<file path="src/rtl/snp_rsp_pkg.sv">
// Shared definitions for the snoop responder.
// MESI and snoop request/response codes mirror the cache_def encodings used
// across the cache subsystem; they are only re-exposed here for import.
package snp_rsp_pkg;

  // MESI line states
  localparam logic [2:0] MESI_I = 3'd0;
  localparam logic [2:0] MESI_S = 3'd1;
  localparam logic [2:0] MESI_E = 3'd2;
  localparam logic [2:0] MESI_M = 3'd3;

  // Snoop requests
  localparam logic [2:0] SNP_NO_REQ = 3'd0;
  localparam logic [2:0] SNP_RD     = 3'd1;
  localparam logic [2:0] SNP_RWITM  = 3'd2;
  localparam logic [2:0] SNP_INV    = 3'd3;

  // Snoop responses
  localparam logic [1:0] SNP_NO_RSP = 2'd0;
  localparam logic [1:0] SNP_FOUND  = 2'd1;
  localparam logic [1:0] SNP_FETCH  = 2'd2;

  // Result of decoding one snoop against the local line state
  typedef struct packed {
    logic [2:0] nxt_st;
    logic [1:0] rsp;
    logic       wb;
  } snp_dec_t;

  // A hit on an INVALID entry is treated as a miss
  function automatic logic line_present(input logic hit, input logic [2:0] st);
    return hit && (st != MESI_I);
  endfunction

  // Saturating 16-bit increment for the optional statistics counters
  function automatic logic [15:0] sat_inc16(input logic [15:0] v);
    return (v == 16'hFFFF) ? v : v + 16'd1;
  endfunction

endpackage

</file>
<file path="src/rtl/snp_rsp_decode.sv">
// Combinational snoop decode: given the request, whether the line is present
// and its current MESI state, produce the next state, the response and
// whether a writeback of the line is required.
module snp_rsp_decode
  import snp_rsp_pkg::*;
(
  input  logic [2:0] req,
  input  logic       present,
  input  logic [2:0] cur_st,
  output snp_dec_t   dec
);

  // Read snoops downgrade to SHARED, ownership/invalidate snoops to INVALID;
  // only a MODIFIED line carries data that must go back to memory.
  always_comb begin
    // NOTE: every output gets a default first so no path leaves it unassigned (no latch).
    dec.nxt_st = cur_st;
    dec.rsp    = SNP_FETCH;
    dec.wb     = 1'b0;
    if (present) begin
      dec.rsp    = SNP_FOUND;
      dec.wb     = (cur_st == MESI_M);
      dec.nxt_st = (req == SNP_RD) ? MESI_S : MESI_I;
    end
  end

endmodule

</file>
<file path="src/rtl/snp_rsp_ctrl.sv">
// Snoop responder: accepts a snoop in IDLE, looks the line up in the local
// tag/state array, writes back MODIFIED data, then responds and updates the
// local MESI state.
// Optional feature: define SNP_RSP_STAT_EN to add saturating hit/miss/
// writeback counters (stat_hit, stat_miss, stat_wb).
module snp_rsp_ctrl
  import snp_rsp_pkg::*;
#(
  parameter int ADDR_W = 32,
  parameter int DATA_W = 32
) (
  input  logic              clk,
  input  logic              rst_n,
  input  logic [2:0]        snp_req,
  input  logic [ADDR_W-1:0] snp_addr,
  output logic [1:0]        snp_rsp,
  output logic              snp_busy,
  output logic              lk_req,
  output logic [ADDR_W-1:0] lk_addr,
  input  logic              lk_hit,
  input  logic [2:0]        lk_st,
  input  logic [DATA_W-1:0] lk_data,
  output logic              st_wr_en,
  output logic [ADDR_W-1:0] st_wr_addr,
  output logic [2:0]        st_wr_val,
  output logic              wb_valid,
  output logic [ADDR_W-1:0] wb_addr,
  output logic [DATA_W-1:0] wb_data,
  input  logic              wb_ready
`ifdef SNP_RSP_STAT_EN
  ,
  output logic [15:0]       stat_hit,
  output logic [15:0]       stat_miss,
  output logic [15:0]       stat_wb
`endif
);

  typedef enum logic [2:0] {
    ST_IDLE,
    ST_LOOKUP,
    ST_EVAL,
    ST_WB,
    ST_RESP
  } state_t;

  state_t            state_q, state_d;
  logic [2:0]        req_q;
  logic [ADDR_W-1:0] addr_q;
  logic [DATA_W-1:0] data_q;
  logic [2:0]        nxt_st_q;
  logic [1:0]        rsp_q;
  logic              present_q;

  logic              lk_present;
  snp_dec_t          dec_w;

  assign lk_present = line_present(lk_hit, lk_st);

  snp_rsp_decode u_decode (
    .req     (req_q),
    .present (lk_present),
    .cur_st  (lk_st),
    .dec     (dec_w)
  );

  // State register; reset is synchronous and abandons any transaction in flight
  always_ff @(posedge clk) begin
    // NOTE: sequential state uses non-blocking assignments so all flops update together.
    if (!rst_n) state_q <= ST_IDLE;
    else        state_q <= state_d;
  end

  // Capture the snoop in IDLE and the lookup result plus its decode in EVAL
  always_ff @(posedge clk) begin
    if (!rst_n) begin
      req_q     <= SNP_NO_REQ;
      addr_q    <= '0;
      data_q    <= '0;
      nxt_st_q  <= MESI_I;
      rsp_q     <= SNP_NO_RSP;
      present_q <= 1'b0;
    end else begin
      if (state_q == ST_IDLE && snp_req != SNP_NO_REQ) begin
        req_q  <= snp_req;
        addr_q <= snp_addr;
      end
      if (state_q == ST_EVAL) begin
        data_q    <= lk_data;
        nxt_st_q  <= dec_w.nxt_st;
        rsp_q     <= dec_w.rsp;
        present_q <= lk_present;
      end
    end
  end

  // Next-state logic
  always_comb begin
    state_d = state_q;
    unique case (state_q)
      ST_IDLE:   if (snp_req != SNP_NO_REQ) state_d = ST_LOOKUP;
      ST_LOOKUP: state_d = ST_EVAL;
      ST_EVAL:   state_d = (lk_present && dec_w.wb) ? ST_WB : ST_RESP;
      ST_WB:     if (wb_ready) state_d = ST_RESP;
      ST_RESP:   state_d = ST_IDLE;
      default:   state_d = ST_IDLE;
    endcase
  end

  // Moore outputs decoded from the registered state; address/data come from
  // capture registers, so they stay stable for the whole writeback wait
  always_comb begin
    snp_busy   = (state_q != ST_IDLE);
    lk_req     = (state_q == ST_LOOKUP);
    lk_addr    = addr_q;
    wb_valid   = (state_q == ST_WB);
    wb_addr    = addr_q;
    wb_data    = data_q;
    st_wr_en   = (state_q == ST_RESP) && present_q;
    st_wr_addr = addr_q;
    st_wr_val  = nxt_st_q;
    snp_rsp    = (state_q == ST_RESP) ? rsp_q : SNP_NO_RSP;
  end

`ifdef SNP_RSP_STAT_EN
  // Saturating statistics: hits/misses counted in RESP, writebacks on handshake
  always_ff @(posedge clk) begin
    if (!rst_n) begin
      stat_hit  <= '0;
      stat_miss <= '0;
      stat_wb   <= '0;
    end else begin
      if (state_q == ST_RESP && present_q)  stat_hit  <= sat_inc16(stat_hit);
      if (state_q == ST_RESP && !present_q) stat_miss <= sat_inc16(stat_miss);
      if (state_q == ST_WB && wb_ready)     stat_wb   <= sat_inc16(stat_wb);
    end
  end
`endif

endmodule

</file>
<file path="config.mk">
export PLATFORM = sky130hd
export DESIGN_NAME = snp_rsp_ctrl
export DESIGN_NICKNAME = d
export VERILOG_FILES = /design/src/rtl/snp_rsp_pkg.sv /design/src/rtl/snp_rsp_decode.sv /design/src/rtl/snp_rsp_ctrl.sv
export SDC_FILE = /design/constraint.sdc
export NUM_CORES = 1
export LEC_CHECK = 0
export CORE_MARGIN = 2
export CORE_UTILIZATION = 42
export CTS_BUF_LIST = sky130_fd_sc_hd__clkbuf_8
export CTS_CLUSTER_SIZE = 10
export DETAILED_ROUTE_END_ITERATION = 10
export HOLD_SLACK_MARGIN = 0.1
export PLACE_DENSITY = 0.89
export SYNTH_ARGS = -nofsm -noshare
export SYNTH_HDL_FRONTEND = slang
export SYNTH_SLANG_ARGS = --single-unit
</file>
<file path="constraint.sdc">
create_clock -name clk -period 3.8 [get_ports clk]
set_input_delay 0.76 -clock clk [delete_from_list [all_inputs] [get_ports clk]]
set_output_delay 0.76 -clock clk [all_outputs]
set_load 0.005 [all_outputs]
</file>
Yosys cells after proc, flatten, opt, wreduce, memory -nomap -nowiden
Cells that the tools add are included.

Mux-type cells: 7. Reduce and logical (&&, ||, !) cells: 9. Eq/ne operators: 8.

Operators by type and width (number): $pmux 3 s4 (1); $eq 3x2->1 const B (3); $mux 3 (3); $reduce_bool 3->1 (3); $eq 3x1->1 const B (2); $mux 6 (1); $logic_and 1x1->1 (4); $ne 2x1->1 const B (2); $eq 3x3->1 const B (1); $logic_not 3->1 (1); $mux 2 (1); $reduce_and 2->1 (1); $mux 1 (1).

Bits of input ports: 74. Output and inout port bits: 137. Register bits: 76.

Logic depth before layout (Yosys ltp)
Gate-level depths: netlist (run 1).

Depth in word-level cells: 6. Gate-level depth with buffers: 6.

Cells and area by module
Synthesis (run 1) repeated with hierarchy kept, for this count alone.

Cells, all modules: 423. Area total of the unflattened synthesis: 3601.0 um2.

Modules (own cells, without submodules): snp_rsp_ctrl (cells each 414, area an instance 3547.2 um2, times used 1); snp_rsp_decode (cells each 9, area an instance 53.8 um2, times used 1).

Worst setup path after synthesis (run 1)
OpenSTA, ideal clock, no wires.

Kind: input -> register. Start: input port rst_n. End: register addr_q[16], in the netlist lk_addr[16]. Path slack: 2064 ps. Arrival time: 1665 ps. Buffers on the path: 3. Stages on the path: 5. Cell sequence: clkbuf_1 > buf_2 > clkbuf_1 > nand2_1 > mux2i_1.

RTL lines: start: declaration (RTL line snp_rsp_ctrl.sv:13) `input logic rst_n,`; end signal: assignment (RTL line snp_rsp_ctrl.sv:85) `addr_q <= snp_addr;`; end: declaration (RTL line snp_rsp_ctrl.sv:48) `logic [ADDR_W-1:0] addr_q;`.

Final worst setup path (run 1)
Start: register state_q[0]. End: output port snp_busy.

Word-level cells in the longest chain between the ends: 1.

RTL lines: start: declaration (RTL line snp_rsp_ctrl.sv:46) `state_t state_q, state_d;`; start signal: assignment (RTL line snp_rsp_ctrl.sv:70) `else state_q <= state_d;`; $reduce_bool 3->1 (RTL line snp_rsp_ctrl.sv:112) `snp_busy = (state_q != ST_IDLE);`; end: declaration (RTL line snp_rsp_ctrl.sv:17) `output logic snp_busy,`.

Every way passes these cells.

==> results of run 1 <==
==> critical path, cell delays in order (launching register included) <==
cell	delay [ns]
dfxtp_1	0.40
or3_1	0.53
clkdlybuf4s50_1	0.52
==> layer usage <==
| layer | track usage [%] | up-vias | wire length (um) |
|---|---|---|---|
| met5 | 0 | - | 0 |
| met4 | 9.54 | 0 | 191 |
| met3 | 7.98 | 15 | 1010 |
| met2 | 33.9 | 141 | 4480 |
| met1 | 20.3 | 1399 | 3490 |
| li1 | - | 1503 | - |
==> flip-flops by register name (all words and copies together), names as in the netlist <==
register	cells
rsp_q	2
state_q	3
lk_addr	32
st_wr_val	3
req_q	3
wb_data	32
==> cell usage after synthesis (2+ instances only) <==
master	instances	share of area, %
clkbuf_1	12	1.3
buf_4	65	14
buf_12	2	1.1
nor3b_1	2	0.43
nand2_1	137	15
o22ai_1	3	0.54
buf_6	2	0.64
nor2_1	2	0.21
a21boi_1	19	4.1
mux2i_1	32	9.2
nand2b_1	2	0.36
buf_2	8	1.1
and3_1	2	0.36
or3_1	2	0.36
nand3b_1	2	0.43
dfxtp_1	75	43
a21boi_0	16	3.4
==> per-stage QoR <==
stage	utilization (%)	worst slack, ns	std cells
after global placement	62.6	1.57	629
after CTS	65.6	1.24	644
final	65.6	1.24	644
after global routing	65.6	1.20	644
after floorplan	-	2.06	403
after detailed placement	62.6	1.49	629
==> layout make-up <==
cell class              instances  area, um2
repair buffers                212       2110
well taps                     105        131
clock buffers                   9        124
flip-flops and latches         75       1500
clock inverters                 6        115
fillers                       654       2800
multi-input cells             236       1340
inverters                       1       3.75
==> final timing paths <==
kind	to	slack (ns)	cells past startpoint
worst min-delay path	wb_data[16]	0.45	2
worst max-delay path	snp_busy	1.24	2
worst max register to register	lk_addr[18]	1.87	3
worst min register to register	wb_data[16]	0.45	2
==> cell usage in the layout, fill, tap and decap left out <==
cell	instances
o21ai_0	1
mux2i_1	32
nand3_1	1
nor2_8	1
o211a_1	1
bufinv_16	3
clkinv_4	2
nor2_1	2
clkinvlp_4	1
nand4_1	1
a21boi_0	16
a311oi_1	1
or3_1	2
a211oi_1	1
nand2b_1	2
a21boi_1	19
nor3b_1	1
or3b_1	1
and3b_1	1
nor4_1	1
nor3b_2	1
a21oi_1	1
a311o_1	1
dfxtp_1	75
and4b_1	1
a31oi_1	1
clkbuf_8	9
inv_1	1
clkdlybuf4s50_1	209
nor4bb_1	1
o22ai_1	3
buf_4	3
nand2_1	137
a2bb2oi_1	1
nand3b_1	2
nor3_2	1
and3_1	2
==> cells by family after synthesis <==
| family | Yosys count |
|---|---|
| and+or+nand+nor | 158 |
| DFF | 75 |
| muxes | 32 |
| buffers and inverters | 92 |
| AOI/OAI and AO/OA | 46 |
==> power groups by stage <==
stage | logic, W | clock network [W] | registers [W]
detailed placement | 0.000601 | 0 | 0.000944
global route | 0.000644 | 0.000787 | 0.000936
finish | 0.000596 | 0.000735 | 0.000925
CTS | 0.000603 | 0.000757 | 0.000926
floorplan | 0.000344 | 0 | 0.000931
global placement | 0.000588 | 0 | 0.000938
==> results.cfg, run 1 <==
[status]
outcome = completed

[setup_path]
timing.rr.start = state_q[0]
cp_max_fo = 10
cp-start-kind = register
cp.required_ns = 3.04
critPathCaptureType = output port
crit_start = state_q[0]
arrival_ns = 1.80
critPathKind = register to output port

[sta]
rsz0062_at_grt = false
finalCritPeriodShare_pct = 67.3
min_period_ns = 2.56
setup_viol = 0
hold_ws_ns = 0.451
worst_pin_slew_ns = 1.21
finalClockSkew_ns = 0.0104
max_freq_mhz = 391
timing.final.hold_violations = 0
slew_headroom_pct = 19.5
finalMaxSlewViolations = 0
setup_tns_ns = 0

[pwr]
p_clk_share_pct = 32.6
power_frac_seq_pct = 41.0
vdd_ir_drop_max_mv = 0.247
combPwrFrac_pct = 26.4
internal_power_w = 0.00168
power_w = 0.00226
p_leak_nw = 2.04
switchingPower_w = 0.000574
swShare_pct = 25.5
power_density_nw_per_um2 = 423

[synth]
synth-compound-area-share_pct = 9.80
yosys_warnings = 0
netlist_area_um2 = 3500
synth_top_family_by_area = simple AND/OR/NAND/NOR gates
yosysSeqAreaShare_pct = 42.9
synthSimpleGateAreaFrac_pct = 19.3
ys_seq_elements = 75
avgSynthCellArea_um2 = 8.68
synthArstFlopShare_pct = 0
ys_types = 37
syn_inst = 403
synth_enable_flop_cells = 0
synth_adder_area_share_pct = 0
muxShareOfSynthArea_pct = 9.16
syn_nets = 477
synth_xor_area_share_pct = 0
ys.flop_type = dfxtp_1

[die]
coreArea_um2 = 8130
die_y_um = 95.3
io_pins = 211
rows = 33
start_util_pct = 43.0
die-width_um = 95.3
dieArea_um2 = 9070

[grt]
grt_pass1_wl_mm = 13.7
grt_usage_pct = 19.5
overflow = 0
grt_pass1_vias = 2919
grt_max_degree = 74
antenna_found_initial = 0

[placed_design]
io_buffers = 210
gp_congestion = 0.804
dpl_cell_area_um2 = 5090
hpwl_mm = 6.75

[routing]
drc = 0
drt-initial-drc-count = 28
ant_nets = 0
firstDrtPassIters = 4
totalWireLength_mm = 9.17
vias_per_cell = 4.75
via_count = 3058
wire_per_inst_um = 14.2

[cts]
postCtsHoldBufs = 0
ctsResizeCount = 0
post-cts-setup-buffers = 0
clkLatencyLatePin_ns = 0.35
clock-sinks = 75
cts_tree = yes
cts_root_buffer = clkbuf_8
cts_max_level = 3
clkTransAtPathRegs_ns = 0.08
cts_buffers = 9
cts_buffer_depth = 2

[cells_and_area]
stdcell_area_um2 = 5330
drive_gt1_share_pct = 3.90
areaGrowthSynthToFinish_pct = 52.5
n_antenna_cell = 0
final_nets = 609

[worst_hold_path]
min_from = wb_data[16]
hold_path.class = register to register

[job]
cap_violations = 0
Note: power is estimated with default switching activity, not from simulation.
==> run 2, diff against run 1 <==
- CORE_UTILIZATION: 42 -> 35
- PLACE_DENSITY: 0.89 -> 0.79
- clock period: 3.8 -> 2.2 ns (I/O delays scaled with it)
==> results.cfg, run 2 (synthesized netlist as in run 1, its figures left out) <==
[status]
outcome = completed

[cells_and_area]
n_antenna_cell = 0
fill_cells = 879
final_nets = 613
seq_area_um2 = 1500
areaGrowthSynthToFinish_pct = 54.2
final_cell_mix = clkdlybuf4s50_1, nand2_1, dfxtp_1
multiInputGateArea_um2 = 1350
drive_gt1_share_pct = 4.97
final_cells = 676
final_common_cell = clkdlybuf4s50_1

[grt]
overflow = 0
grt_usage_pct = 18.1
grt_pass1_wl_mm = 15.7
grt_max_degree = 47
antenna_found_initial = 0
grt_pass1_vias = 3128

[die]
coreArea_um2 = 9730
io_pins = 211
rows = 36
dieArea_um2 = 10800
start_util_pct = 35.9
die-width_um = 104
die_y_um = 104

[cts]
cts_buffers = 9
clock-sinks = 75
clkTransAtPathRegs_ns = 0.07
clkLatencyLatePin_ns = 0.34
cts_tree = yes
postCtsHoldBufs = 0
cts_root_buffer = clkbuf_8
post-cts-setup-buffers = 0
cts_max_level = 3
cts_buffer_depth = 2

[routing]
via_count = 3092
ant_nets = 0
totalWireLength_mm = 9.73
wire_per_inst_um = 14.4
drt-initial-drc-count = 75
drc = 0
firstDrtPassIters = 4
vias_per_cell = 4.57

[pwr]
vdd_ir_drop_max_mv = 0.378
p_leak_nw = 2.06
power_density_nw_per_um2 = 705

[placed_design]
dpl.cell_count = 661
gp_congestion = 0.808
io_buffers = 210
hpwl_mm = 7.46

[setup_path]
cp.required_ns = 1.76
arrival_ns = 1.67
cp_max_fo = 10
cp-start-kind = register
critPathCaptureType = output port
rr_worst_depth = 3
critPathKind = register to output port

[worst_hold_path]
min_path_cells = 2
hold_path.class = register to register

[sta]
finalMaxSlewViolations = 0
rsz0062_at_grt = false
max_freq_mhz = 473
timing.final.hold_violations = 0
worst_pin_slew_ns = 0.726
slew_headroom_pct = 51.6
finalClockSkew_ns = 0.00895
setup_viol = 0
min_period_ns = 2.11
finalCritPeriodShare_pct = 96.1
setup_tns_ns = 0

[job]
cap_violations = 0
## run 2: timing repair
action | CTS | global route
hold endpoints to repair | 0 | 0
setup endpoints to repair | 1 | 1
cloned | 0 | 0
gates resized for setup | 1 | 1
## run 2: final timing paths
kind	start	endpoint	slack [ns]
max	state_q[0]	snp_busy	0.09
max reg2reg	state_q[0]	lk_addr[24]	0.40
min reg2reg	wb_data[14]	wb_data[14]	0.45
min	wb_data[14]	wb_data[14]	0.45
## run 2: stage by stage
step / utilization, % / total power (W) / setup WS [ns] / cell area, um2 / hold WS [ns]
CTS: 55.4 / 0.00386 / 0.0678 / 5390 / 0.456
detailed placement: 53.1 / 0.00269 / 0.197 / 5170 / 0.447
global placement: 53.1 / 0.00265 / 0.279 / 5170 / 0.439
finish: 55.4 / 0.00380 / 0.0852 / 5390 / 0.453
global route: 55.4 / 0.00399 / 0.0186 / 5390 / 0.479
floorplan: - / 0.00220 / 0.696 / 3500 / 0.439
## run 2: critical path: stages, from the launching register on
cell             delay [ns]
dfxtp_1                0.40
or3_4                  0.46
clkdlybuf4s50_1        0.48
## run 2: per-layer routing
metal	vias up	GRT usage, %	wire length, um
li1	1511	-	-
met3	20	6.83	890
met4	0	8.11	269
met1	1427	19.6	3760
met2	134	31.3	4810
met5	-	0	0
## run 2: layout make-up
type	count	share of cell area, %
clock inverters	5	1.44
flip-flops and latches	75	27.8
clock buffers	10	2.55
repair buffers	216	40.0
multi-input cells	236	25.0
well taps	133	3.09
inverters	1	0.0696
## run 2: where the power goes
| group | total [W] | switching [W] | internal, W |
|---|---|---|---|
| logic | 0.00105 | 0.000369 | 0.000684 |
| registers | 0.00160 | 0.000114 | 0.00148 |
| clock network | 0.00115 | 0.000493 | 0.000660 |
| total | 0.00380 | 0.000976 | 0.00283 |
